==> src/rtl/dcache_load_align.sv <==
// Load-return alignment for the data cache. Each issued load leaves its metadata
// (offset, type, old rt) in a small FIFO. The in-order cache response is paired with
// that metadata and extracted, extended or merged for LWL/LWR. The result is then
// queued toward WB. Responses that belong to loads killed by a flush are counted and
// dropped.
module dcache_load_align #(
   parameter int unsigned DEPTH = 2
) (
   input  logic        clk,
   input  logic        resetn,
   input  logic        req_valid,
   output logic        req_ready,
   input  logic [1:0]  req_offset,
   input  logic [2:0]  req_type,
   input  logic [31:0] req_rt,
   input  logic        rsp_valid,
   input  logic [31:0] rsp_data,
   input  logic        flush,
   output logic        out_valid,
   input  logic        out_ready,
   output logic [31:0] out_data,
   output logic [3:0]  out_bytemask
);

   localparam int unsigned PW = (DEPTH > 1) ? $clog2(DEPTH) : 1;
   localparam int unsigned CW = $clog2(DEPTH + 1);

   localparam logic [2:0] TypeLw  = 3'b000;
   localparam logic [2:0] TypeLh  = 3'b001;
   localparam logic [2:0] TypeLhu = 3'b010;
   localparam logic [2:0] TypeLb  = 3'b011;
   localparam logic [2:0] TypeLbu = 3'b100;
   localparam logic [2:0] TypeLwl = 3'b101;
   localparam logic [2:0] TypeLwr = 3'b110;

   // Metadata FIFO storage
   logic [1:0]    r_meta_off  [DEPTH];
   logic [2:0]    r_meta_type [DEPTH];
   logic [31:0]   r_meta_rt   [DEPTH];
   logic [PW-1:0] r_meta_wptr;
   logic [PW-1:0] r_meta_rptr;
   logic [CW-1:0] r_meta_cnt;

   // Output queue storage
   logic [31:0]   r_oq_data [DEPTH];
   logic [3:0]    r_oq_mask [DEPTH];
   logic [PW-1:0] r_oq_wptr;
   logic [PW-1:0] r_oq_rptr;
   logic [CW-1:0] r_oq_cnt;

   // Responses still owed for killed loads
   logic [CW-1:0] r_drop_cnt;

   logic          w_push;
   logic          w_take;
   logic          w_drop;
   logic          w_pop;
   logic [CW+1:0] w_occ;
   logic [CW-1:0] w_meta_cnt_d;
   logic [CW-1:0] w_oq_cnt_d;
   logic [CW-1:0] w_drop_cnt_d;
   logic [CW:0]   w_owed;
   logic [1:0]    w_off;
   logic [2:0]    w_type;
   logic [31:0]   w_rt;
   logic [15:0]   w_half;
   logic [7:0]    w_byte;
   logic [31:0]   w_res_data;
   logic [3:0]    w_res_mask;

   function automatic logic [PW-1:0] ptr_inc(input logic [PW-1:0] p);
      return (p == PW'(DEPTH - 1)) ? '0 : p + PW'(1);
   endfunction

   // Occupancy and handshake decode; req_ready comes from registered counts only
   always_comb begin
      w_occ     = (CW+2)'(r_meta_cnt) + (CW+2)'(r_oq_cnt) + (CW+2)'(r_drop_cnt);
      req_ready = (w_occ < (CW+2)'(DEPTH));
      out_valid = (r_oq_cnt != '0);
      w_push    = req_valid && req_ready && !flush;
      w_drop    = rsp_valid && (r_drop_cnt != '0);
      // A response with no metadata cannot legally occur; guard so counts never wrap
      w_take    = rsp_valid && (r_drop_cnt == '0) && (r_meta_cnt != '0);
      w_pop     = out_valid && out_ready;
   end

   // Next-state counts, including the drop count loaded on flush
   always_comb begin
      w_owed = (CW+1)'(r_meta_cnt) + (CW+1)'(r_drop_cnt);
      if (rsp_valid && (w_owed != '0)) begin
         w_owed = w_owed - (CW+1)'(1);
      end
      if (flush) begin
         w_meta_cnt_d = '0;
         w_oq_cnt_d   = '0;
         w_drop_cnt_d = CW'(w_owed);
      end else begin
         w_meta_cnt_d = r_meta_cnt + CW'(w_push) - CW'(w_take);
         w_oq_cnt_d   = r_oq_cnt + CW'(w_take) - CW'(w_pop);
         w_drop_cnt_d = r_drop_cnt - CW'(w_drop);
      end
   end

   // Extract, extend or merge the returned word using the FIFO head metadata
   always_comb begin
      w_off      = r_meta_off[r_meta_rptr];
      w_type     = r_meta_type[r_meta_rptr];
      w_rt       = r_meta_rt[r_meta_rptr];
      w_half     = w_off[1] ? rsp_data[31:16] : rsp_data[15:0];
      w_byte     = rsp_data[7:0];
      w_res_data = rsp_data;
      w_res_mask = 4'b1111;
      unique case (w_off)
         2'd0: w_byte = rsp_data[7:0];
         2'd1: w_byte = rsp_data[15:8];
         2'd2: w_byte = rsp_data[23:16];
         2'd3: w_byte = rsp_data[31:24];
      endcase
      case (w_type)
         TypeLw:  w_res_data = rsp_data;
         TypeLh:  w_res_data = {{16{w_half[15]}}, w_half};
         TypeLhu: w_res_data = {16'h0000, w_half};
         TypeLb:  w_res_data = {{24{w_byte[7]}}, w_byte};
         TypeLbu: w_res_data = {24'h000000, w_byte};
         TypeLwl: begin
            unique case (w_off)
               2'd0: begin
                  w_res_data = {rsp_data[7:0], w_rt[23:0]};
                  w_res_mask = 4'b1000;
               end
               2'd1: begin
                  w_res_data = {rsp_data[15:0], w_rt[15:0]};
                  w_res_mask = 4'b1100;
               end
               2'd2: begin
                  w_res_data = {rsp_data[23:0], w_rt[7:0]};
                  w_res_mask = 4'b1110;
               end
               2'd3: begin
                  w_res_data = rsp_data;
                  w_res_mask = 4'b1111;
               end
            endcase
         end
         TypeLwr: begin
            unique case (w_off)
               2'd0: begin
                  w_res_data = rsp_data;
                  w_res_mask = 4'b1111;
               end
               2'd1: begin
                  w_res_data = {w_rt[31:24], rsp_data[31:8]};
                  w_res_mask = 4'b0111;
               end
               2'd2: begin
                  w_res_data = {w_rt[31:16], rsp_data[31:16]};
                  w_res_mask = 4'b0011;
               end
               2'd3: begin
                  w_res_data = {w_rt[31:8], rsp_data[31:24]};
                  w_res_mask = 4'b0001;
               end
            endcase
         end
         default: w_res_data = rsp_data;  // reserved type behaves as LW
      endcase
   end

   // Queue storage writes; contents are only observed through valid entries
   always_ff @(posedge clk) begin
      if (w_push) begin
         r_meta_off[r_meta_wptr]  <= req_offset;
         r_meta_type[r_meta_wptr] <= req_type;
         r_meta_rt[r_meta_wptr]   <= req_rt;
      end
      if (w_take && !flush) begin
         r_oq_data[r_oq_wptr] <= w_res_data;
         r_oq_mask[r_oq_wptr] <= w_res_mask;
      end
   end

   // Pointers and counts with synchronous active-low reset
   always_ff @(posedge clk) begin
      if (!resetn) begin
         r_meta_wptr <= '0;
         r_meta_rptr <= '0;
         r_meta_cnt  <= '0;
         r_oq_wptr   <= '0;
         r_oq_rptr   <= '0;
         r_oq_cnt    <= '0;
         r_drop_cnt  <= '0;
      end else begin
         r_meta_cnt <= w_meta_cnt_d;
         r_oq_cnt   <= w_oq_cnt_d;
         r_drop_cnt <= w_drop_cnt_d;
         if (flush) begin
            r_meta_wptr <= '0;
            r_meta_rptr <= '0;
            r_oq_wptr   <= '0;
            r_oq_rptr   <= '0;
         end else begin
            if (w_push) r_meta_wptr <= ptr_inc(r_meta_wptr);
            if (w_take) r_meta_rptr <= ptr_inc(r_meta_rptr);
            if (w_take) r_oq_wptr   <= ptr_inc(r_oq_wptr);
            if (w_pop)  r_oq_rptr   <= ptr_inc(r_oq_rptr);
         end
      end
   end

   // Head of the output queue; forced to zero when empty so idle outputs read 0
   always_comb begin
      out_data     = out_valid ? r_oq_data[r_oq_rptr] : 32'h0;
      out_bytemask = out_valid ? r_oq_mask[r_oq_rptr] : 4'h0;
   end

endmodule

==> config.mk <==
export PLATFORM = sky130hd
export DESIGN_NAME = dcache_load_align
export DESIGN_NICKNAME = d
export VERILOG_FILES = /design/src/rtl/dcache_load_align.sv
export SDC_FILE = /design/constraint.sdc
export NUM_CORES = 1
export LEC_CHECK = 0
export BUFFER_PORTS_ARGS = -buffer_cell sky130_fd_sc_hd__buf_2
export CORE_MARGIN = 5
export CORE_UTILIZATION = 35
export CTS_CLUSTER_DIAMETER = 120
export DETAILED_ROUTE_END_ITERATION = 12
export GPL_ROUTABILITY_DRIVEN = 0
export PLACE_DENSITY = 0.6
export SYNTH_ARGS = -nofsm -noshare
export SYNTH_HDL_FRONTEND = slang
export SYNTH_SLANG_ARGS = --single-unit
==> constraint.sdc <==
create_clock -name clk -period 3.7 [get_ports clk]
set_input_delay 0.555 -clock clk [delete_from_list [all_inputs] [get_ports clk]]
set_output_delay 0.555 -clock clk [all_outputs]
set_load 0.05 [all_outputs]
## After elaboration in Yosys (flattened, before gate mapping)

Memory sizes are Yosys's and may differ from the RTL's. A register that Yosys moved wholly into a read port is not among the register bits.
Index checks and enable logic that the tools add are counted.

| operators by class | value |
|---|---|
| add/sub/neg operators | 13 |
| magnitude comparators | 1 |
| eq/ne operators | 9 |
| multiplexer cells | 30 |
| bitwise operators | 1 |
| reductions and logical operators | 16 |

Operator list:

| kind | count |
|---|---|
| case mux 32 bit (4 select lines) | 2 |
| case mux 32 bit (6 select lines) | 1 |
| 2-to-1 mux 32 bit | 1 |
| case mux 4 bit (4 select lines) | 2 |
| case mux 8 bit (4 select lines) | 1 |
| 2-to-1 mux 1 bit | 18 |
| 2-to-1 mux 16 bit | 1 |
| equality test 3 bit (second input constant) | 3 |
| logical AND 1 bit | 8 |
| case mux 4 bit (2 select lines) | 1 |
| adder 2 x 2 -> 3 bit | 2 |
| equality test 3 x 2 -> 1 bit (second input constant) | 2 |
| nonzero test 2 bit | 3 |
| subtractor 2 x 1 -> 2 bit | 3 |
| adder 1 bit (second input constant) | 4 |
| adder 2 x 1 -> 2 bit | 2 |
| adder 3 x 2 -> 4 bit | 1 |
| equality test 2 bit (second input constant) | 2 |
| zero test 2 bit | 2 |
| less-than comparator 4 x 2 -> 1 bit (second input constant) | 1 |
| 2-to-1 mux 2 bit | 2 |
| 2-to-1 mux 4 bit | 1 |
| equality test 3 x 1 -> 1 bit (second input constant) | 1 |
| nonzero test 3 bit | 1 |
| 5 further kinds | 5 |

| storage, ports and cells | value |
|---|---|
| register bits | 10 |
| bits in writable memories | 146 |
| bits of input ports | 75 |
| output and inout port bits | 38 |
| logic and storage cells | 82 |
| memories | 5 |

Memory list:

| name | words | bits a word | rd ports | clocked after Yosys merged registers in | write ports | line | source |
|---|---|---|---|---|---|---|---|
| r_meta_rt | 2 | 32 | 1 | 1 | 1 | 39 | `logic [31:0] r_meta_rt [DEPTH];` |
| r_oq_data | 2 | 32 | 1 | 1 | 1 | 45 | `logic [31:0] r_oq_data [DEPTH];` |
| r_oq_mask | 2 | 4 | 1 | 1 | 1 | 46 | `logic [3:0] r_oq_mask [DEPTH];` |
| r_meta_type | 2 | 3 | 1 | 1 | 1 | 38 | `logic [2:0] r_meta_type [DEPTH];` |
| r_meta_off | 2 | 2 | 1 | 1 | 1 | 37 | `logic [1:0] r_meta_off [DEPTH];` |

## Longest topological paths before layout

Gate-level depths: netlist (run 1).

| logic depth | value |
|---|---|
| depth after elaboration | 7 |
| mapped depth | 12 |
| depth with buffers taken out | 12 |

## Worst setup path before layout (run 1)

OpenSTA, ideal clock, no wires.

| timing | value |
|---|---|
| path kind | register -> register |
| start | reg r_meta_cnt[1] |
| end | mem r_meta_off[0][0], enable pin |
| library setup time | 0.431 ns |
| data arrival time | 4.436 ns |
| data required time | 3.269 ns |
| setup slack | -1.167 ns |
| cell stages (with the launch flop) | 8 |
| buffers on the path | 0 |
| clock period less this slack | 4.867 ns |
| cell sequence | dfxtp_1 inv_1 fa_1 inv_1 ha_1 nor3b_1 nand3b_1 nor2_1 |

| between the ends | value |
|---|---|
| longest elaborated chain between the ends | 7 |

RTL lines:

| item | line | source |
|---|---|---|
| from (decl) | 42 | `logic [CW-1:0] r_meta_cnt;` |
| from (signal assigned) | 193 | `r_meta_cnt <= w_meta_cnt_d;` |
| adder 2 x 2 -> 3 bit | 77 | `w_occ = (CW+2)'(r_meta_cnt) + (CW+2)'(r_oq_cnt) + (CW+2)'(r_drop_cnt);` |
| adder 3 x 2 -> 4 bit | 77 |  |
| less-than comparator 4 x 2 -> 1 bit | 78 | `req_ready = (w_occ < (CW+2)'(DEPTH));` |
| net req_ready | 12 | `output logic req_ready,` |
| logical AND 1 bit (2 in series) | 80 | `w_push = req_valid && req_ready && !flush;` |
| 2-to-1 mux 1 bit | 171 | `if (w_push) begin` |
| 2-to-1 mux 1 bit (not written as such) | 172 | `r_meta_off[r_meta_wptr] <= req_offset;` |
| to (decl) | 37 |  |

The timed path passes the listed nets, and every way through them passes these cells.

==> results.ini, run 1 <==
[layout]
syn2layout_area_growth_pct = 17.5
finalNetCount = 895
final_common_cell = edfxtp_1
drive_gt1_frac = 0.241
fillers = 2261
mostFrequentLayoutCells = 146 x edfxtp_1, 112 x buf_2, 107 x mux2i_1, 82 x nor2_1, 57 x nand2_1
n_antenna_cell = 0

[floorplan]
design.die.area_um2 = 27000
die_width_um = 164
core_um2 = 23500
rows = 56
start_util = 0.356
die_h_um = 164
pin_count = 113

[grt]
antenna_found_initial = 1
grt_pass1_wl_mm = 34.5
grt_max_degree = 39
grt_overflow = 0
grt_use_total = 0.169
grt_pass1_vias = 5755

[timing]
worst_pin_slew_ns = 1.00
hold_slack_ns = 0.316
slew_violations = 0
maxSlewHeadroom = 0.331
min_period_over_period = 0.830
hold_viol = 0
final.min_clock_period_ns = 3.07
rsz0062_at_grt = no
fin_skew_ns = 0.0110
setup_tns_ns = 0
maxClockFrequency_ghz = 0.326
setup_viol = 0

[clock_tree]
cts-buffers-inserted = 17
clk_path_buf_depth = 2
clk_pin_slew_ns = 0.06
clock-sinks = 158
clockRootBuffer = clkbuf_16
htreeDepth = 4
cts_resized = 0
insertion_delay_ns = 0.43
post-cts-setup-buffers = 0
hold_buffers = 0
cts_tree = yes

[critical_path]
required_ns = 3.89
arrival_ns = 3.25
crit_type = register to register
crit_fanout = 30
start_kind = register
worstSetupEndpointType = register

[synth]
synth.distinct_cells = 54
synth_cells = 703
synth_edf_count = 146
yosysWarningCount = 0
synthesis.nets = 789
ys_ff_latch = 158
synth_top_area_share = 0.525
synthArstFlopShare = 0
synth.area.top_cells = edfxtp_1 53%, mux2i_1 13%, nor2_1 3.8%, dfxtp_1 2.9%, nand2_1 2.6%
synth_top_area_cell = edfxtp_1
syn_avg_cell_area_um2 = 11.9
yosysSeqAreaShare = 0.554
synth-main-ff-cell = edfxtp_1
syn-cell-area_um2 = 8350

[pwr]
p_int_w = 0.00334
pwr-share-seq = 0.455
peakVddDrop_mv = 0.322
p_clk_frac = 0.338
p_sw_frac = 0.291
p_sw_w = 0.00137
leakagePower_nw = 3.50
powerDensity_nw_per_um2 = 481
combPwrFrac = 0.207

[status]
run_status = complete, no violations

[detailed_routing]
first_pass_iters = 5
post-route-drc-count = 0
drt_iter0_markers = 461
via_per_inst = 5.34
routed_wl_mm = 22.6
routedWlPerCell_um = 19.8
ant_nets = 0
vias = 6088

[placed_design]
port_buffers = 112
dp_hpwl_mm = 16.7

[worst_hold_path]
worst_hold_path_type = input pin to register

[flow_run]
drv_cap = 0

==> sequential cells by signal (all words and copies together) (netlist names), named ones only <==
register and flops:
r_meta_cnt 2, r_oq_data 64, r_meta_type 6, r_drop_cnt 2
r_oq_cnt 2, r_meta_rt 64, r_oq_mask 8, r_oq_rptr 1
r_meta_off 4, r_meta_rptr 1, r_meta_wptr 1, r_oq_wptr 1
==> cell families after synthesis <==
kind of cell | Yosys count | share of synthesized area
adders and majority gates | 11 | 0.0183
and+or+nand+nor | 188 | 0.0979
muxes | 120 | 0.148
buffers and inverters | 61 | 0.0373
AOI/OAI and AO/OA | 153 | 0.132
DFF | 158 | 0.554
xor gates and xnor gates | 12 | 0.0126
==> metal layers <==
layer  up-vias  wire, um  GRT usage
li1       2872         -          -
met1      2936     10700      0.249
met2       239      9850      0.250
met3        39      1600     0.0392
met4         2       446     0.0446
met5         -         7          0
==> Yosys cell counts, types with 3 or more instances <==
| master | instances |
|---|---|
| edfxtp_1 | 146 |
| mux2i_1 | 108 |
| nor2_1 | 85 |
| nand2_1 | 57 |
| a21oi_1 | 30 |
| a31oi_1 | 23 |
| a211oi_1 | 22 |
| buf_2 | 21 |
| nor2b_1 | 20 |
| inv_1 | 16 |
| o22ai_1 | 14 |
| clkbuf_1 | 13 |
| o21ai_0 | 13 |
| dfxtp_1 | 12 |
| o211ai_1 | 11 |
| ha_1 | 9 |
| mux2_2 | 9 |
| nand2b_1 | 9 |
| o221a_2 | 8 |
| xnor2_1 | 8 |
| a221o_1 | 7 |
| nand3_1 | 7 |
| buf_6 | 6 |
| o22a_1 | 6 |
| a2111oi_0 | 4 |
| xor2_1 | 4 |
| buf_4 | 3 |
==> power by group through the flow <==
stage | clock network [W] | registers (W) | logic [W]
floorplan | 0 | 0.00216 | 0.000669
global placement | 0 | 0.00218 | 0.000944
detailed placement | 0 | 0.00219 | 0.000962
CTS | 0.00163 | 0.00215 | 0.000965
global route | 0.00171 | 0.00216 | 0.00107
finish | 0.00159 | 0.00215 | 0.000976
==> final cells by class <==
| type | count | area [um2] | share of cell area |
|---|---|---|---|
| Clock buffer | 19 | 433 | 0.0441 |
| Clock inverter | 12 | 96.3 | 0.00983 |
| Inverter | 16 | 60.1 | 0.00612 |
| Multi-Input combinational cell | 484 | 3480 | 0.355 |
| Sequential cell | 158 | 4630 | 0.472 |
| Tap cell | 319 | 399 | 0.0407 |
| Timing Repair Buffer | 132 | 711 | 0.0725 |
==> worst max-delay path: stages, from the launching register on <==
cell,delay (ns)
dfxtp_2,0.79
mux2i_4,0.49
buf_4,0.40
mux2i_1,0.16
a2111oi_0,0.49
a21oi_1,0.08
a21oi_1,0.39
==> path summary, 6_finish.rpt <==
| path | start | to | slack, ns | cells past startpoint |
|---|---|---|---|---|
| min reg2reg | r_meta_rptr | r_meta_rptr | 0.51 | 2 |
| max | register | r_oq_data[0][17] | 0.63 | 6 |
| max reg2reg | register | r_oq_data[0][17] | 0.63 | 6 |
| min | req_rt[2] | r_meta_rt[1][2] | 0.32 | 1 |
==> metrics by stage <==
stage               setup slack [ns]  area [um2]  instances  power [W]  utilization
global route                   0.450        9810       1140    0.00493        0.418
floorplan                      0.313        8380        703    0.00283            -
detailed placement             0.757        9280       1109    0.00315        0.395
CTS                            0.733        9810       1140    0.00474        0.418
global placement               0.780        9280       1109    0.00313        0.395
finish                         0.631        9810       1140    0.00472        0.418
Power figures use the tool's default switching activity.
==> run 2, diff against run 1 <==
==> constraint.sdc (replaced) <==
create_clock -name clk -period 2.5 [get_ports clk]
set_input_delay 0.375 -clock clk [delete_from_list [all_inputs] [get_ports clk]]
set_output_delay 0.375 -clock clk [all_outputs]
set_load 0.05 [all_outputs]
==> results.ini, run 2 (synthesis results as in run 1) <==
[floorplan]
core_um2 = 23500  ; unchanged
start_util = 0.356  ; unchanged
design.die.area_um2 = 27000  ; unchanged
rows = 56  ; unchanged
die_width_um = 164  ; unchanged
pin_count = 113  ; unchanged
die_h_um = 164  ; unchanged

[timing]
hold_viol = 0  ; unchanged
fin_skew_ns = 0.0112  ; was 0.0110 ns
final.min_clock_period_ns = 2.45  ; was 3.07 ns
maxSlewHeadroom = 0.489  ; was 0.331
rsz0062_at_grt = yes  ; was no
min_period_over_period = 0.980  ; was 0.830
maxClockFrequency_ghz = 0.408  ; was 0.326 GHz
setup_slack_ns = 0.0497  ; was 0.631 ns
setup_viol = 0  ; unchanged
worst_pin_slew_ns = 0.761  ; was 1.00 ns
slew_violations = 0  ; unchanged

[critical_path]
r2r-start = r_meta_cnt[1]
required_ns = 2.80  ; was 3.89 ns
critPathSlowestCell = fa_1  ; was dfxtp_2
arrival_ns = 2.75  ; was 3.25 ns
worstSetupEndpointType = register  ; unchanged
start_kind = register  ; unchanged
worst-r2r-setup-slack_ns = 0.05  ; was 0.63 ns
crit_type = register to register  ; unchanged
timing.rr.end = r_meta_cnt[1]  ; was r_oq_data[0][17]
crit_buf_inv = 3  ; was 1
crit_fanout = 3  ; was 30
critical_path.top_delay_family = adder cells  ; was compound AO/OA/AOI/OAI gates
worstRegToRegCells = 12  ; was 6
path_cells = inv_4 -> fa_1 -> inv_2 -> ha_4 -> nor3b_4 -> nand3b_1 -> ha_1 -> inv_2 -> ha_4 -> xnor2_2 -> xnor2_1 -> nor2_1  ; was mux2i_4 -> buf_4 -> mux2i_1 -> a2111oi_0 -> a21oi_1 -> a21oi_1
crit_path_max_incr_delay_ns = 0.55  ; was 0.79 ns

[clock_tree]
cts-buffers-inserted = 17  ; unchanged
cts_tree = yes  ; unchanged
clockRootBuffer = clkbuf_16  ; unchanged
hold_buffers = 0  ; unchanged
htreeDepth = 4  ; unchanged
insertion_delay_ns = 0.44  ; was 0.43 ns
clk_pin_slew_ns = 0.07  ; was 0.06 ns
clk_path_buf_depth = 2  ; unchanged
clock-sinks = 158  ; unchanged

[detailed_routing]
drt_iter0_markers = 534  ; was 461
via_per_inst = 5.22  ; was 5.34
first_pass_iters = 5  ; unchanged
ant_nets = 0  ; unchanged
vias = 6062  ; was 6088
routed_wl_mm = 22.5  ; was 22.6 mm
post-route-drc-count = 0  ; unchanged
routedWlPerCell_um = 19.4  ; was 19.8 um

[layout]
syn2layout_area_growth_pct = 21.6  ; was 17.5%
mostFrequentLayoutCells = 146 x edfxtp_1, 111 x buf_2, 107 x mux2i_1, 82 x nor2_1, 57 x nand2_1  ; was 146 x edfxtp_1, 112 x buf_2, 107 x mux2i_1, 82 x nor2_1, 57 x nand2_1
stdcell_count = 1161  ; was 1140
final_common_cell = edfxtp_1  ; unchanged
final_util = 0.433  ; was 0.418
fillers = 2218  ; was 2261
largestRegisters = r_meta_rt (64), r_oq_data (64), r_oq_mask (8)  ; unchanged
ff_latch_area_um2 = 4630  ; about the same
drive_gt1_frac = 0.277  ; was 0.241
n_antenna_cell = 0  ; unchanged
multi_input_area_um2 = 3510  ; was 3480 um2
finalNetCount = 915  ; was 895

[pwr]
p_total_w = 0.00723  ; was 0.00472 W
powerDensity_nw_per_um2 = 712  ; was 481 nW/um2
leakagePower_nw = 3.64  ; was 3.50 nW
peakVddDrop_mv = 0.555  ; was 0.322 mV

[worst_hold_path]
worst_hold_path_type = input pin to register  ; unchanged
worstHoldEndpoint = r_meta_rt[0][10]  ; was r_meta_rt[1][2]
hold_depth = 1  ; unchanged
hp-start = req_rt[10]  ; was req_rt[2]

[grt]
met2_usage = 0.250  ; about the same
grt_pass1_vias = 5673  ; was 5755
grt_max_degree = 38  ; was 39
busiest_layer = met2  ; unchanged
grt_pass1_wl_mm = 33.6  ; was 34.5 mm
grt_util_met3 = 0.0382  ; was 0.0392
met1_usage = 0.245  ; was 0.249
grt_overflow = 0  ; unchanged
antenna_found_initial = 2  ; was 1
grt_use_total = 0.166  ; was 0.169

[placed_design]
dp_hpwl_mm = 16.5  ; was 16.7 mm
port_buffers = 112  ; unchanged
place_ws_ns = 0.0362  ; was 0.757 ns
placed_cells = 1128  ; was 1109

[status]
run_status = complete, no violations  ; unchanged

[flow_run]
drv_cap = 0  ; unchanged

[run 2: cell count changes in the layout (fill, tap and decap cells not counted), moves of 3 or more]
| cell | previous run | this run |
|---|---|---|
| buf_12 | 0 | 11 |
| buf_4 | 20 | 30 |
| clkinv_2 | 4 | 0 |
| clkinv_4 | 0 | 3 |
| dfxtp_1 | 10 | 7 |
| dfxtp_2 | 2 | 5 |
| inv_1 | 16 | 12 |
| inv_2 | 0 | 3 |
| inv_6 | 1 | 6 |
[run 2: worst max path at each step]
stage | cells past startpoint | endpoint | start
detailed placement | 12 | r_meta_cnt[1] | r_oq_cnt[1]
CTS | 12 | r_meta_cnt[1] | r_oq_cnt[1]
global placement | 12 | r_meta_cnt[1] | r_oq_cnt[1]
finish | 12 | r_meta_cnt[1] | r_meta_cnt[1]
global route | 12 | r_meta_cnt[1] | r_meta_cnt[1]
floorplan | 7 | r_meta_off[0][0] | r_drop_cnt[1]
[run 2: metrics by stage]
stage	hold WS, ns	setup TNS (ns)	instance area [um2]
6_report	0.121	0	10200
5_1_grt	0.109	-0.0474	10200
4_1_cts	0.112	0	10100
3_5_place_dp	0.488	0	9590
3_3_place_gp	0.485	0	9590
2_1_floorplan	0.472	-46.40	8430
[run 2: layout make-up]
type                            count  share of cell area
Sequential cell                   158               0.456
Multi-Input combinational cell    484               0.345
Timing Repair Buffer              152              0.0986
Clock buffer                       17              0.0419
Tap cell                          319              0.0393
Clock inverter                     15              0.0126
Inverter                           16             0.00616
[run 2: metal layers]
layer	routed length, um	part of all wire	vias to the layer above
met2	10000	0.45	222
met4	310	0.014	2
met5	7	0.00031	-
li1	-	-	2910
met3	1390	0.062	24
met1	10800	0.48	2904
[run 2: repair_timing]
item	4_1_cts	5_1_grt
resized for setup	1	2
endpoints found under the hold margin	0	0
buffers inserted	0	1
pin swaps	0	6
setup endpoints to repair	1	36
[run 2: report_power, final]
part | switching (W) | internal, W
Combinational | 0.00102 | 0.000606
Sequential | 0.0000575 | 0.00310
Clock | 0.00115 | 0.00130
Total | 0.00222 | 0.00501
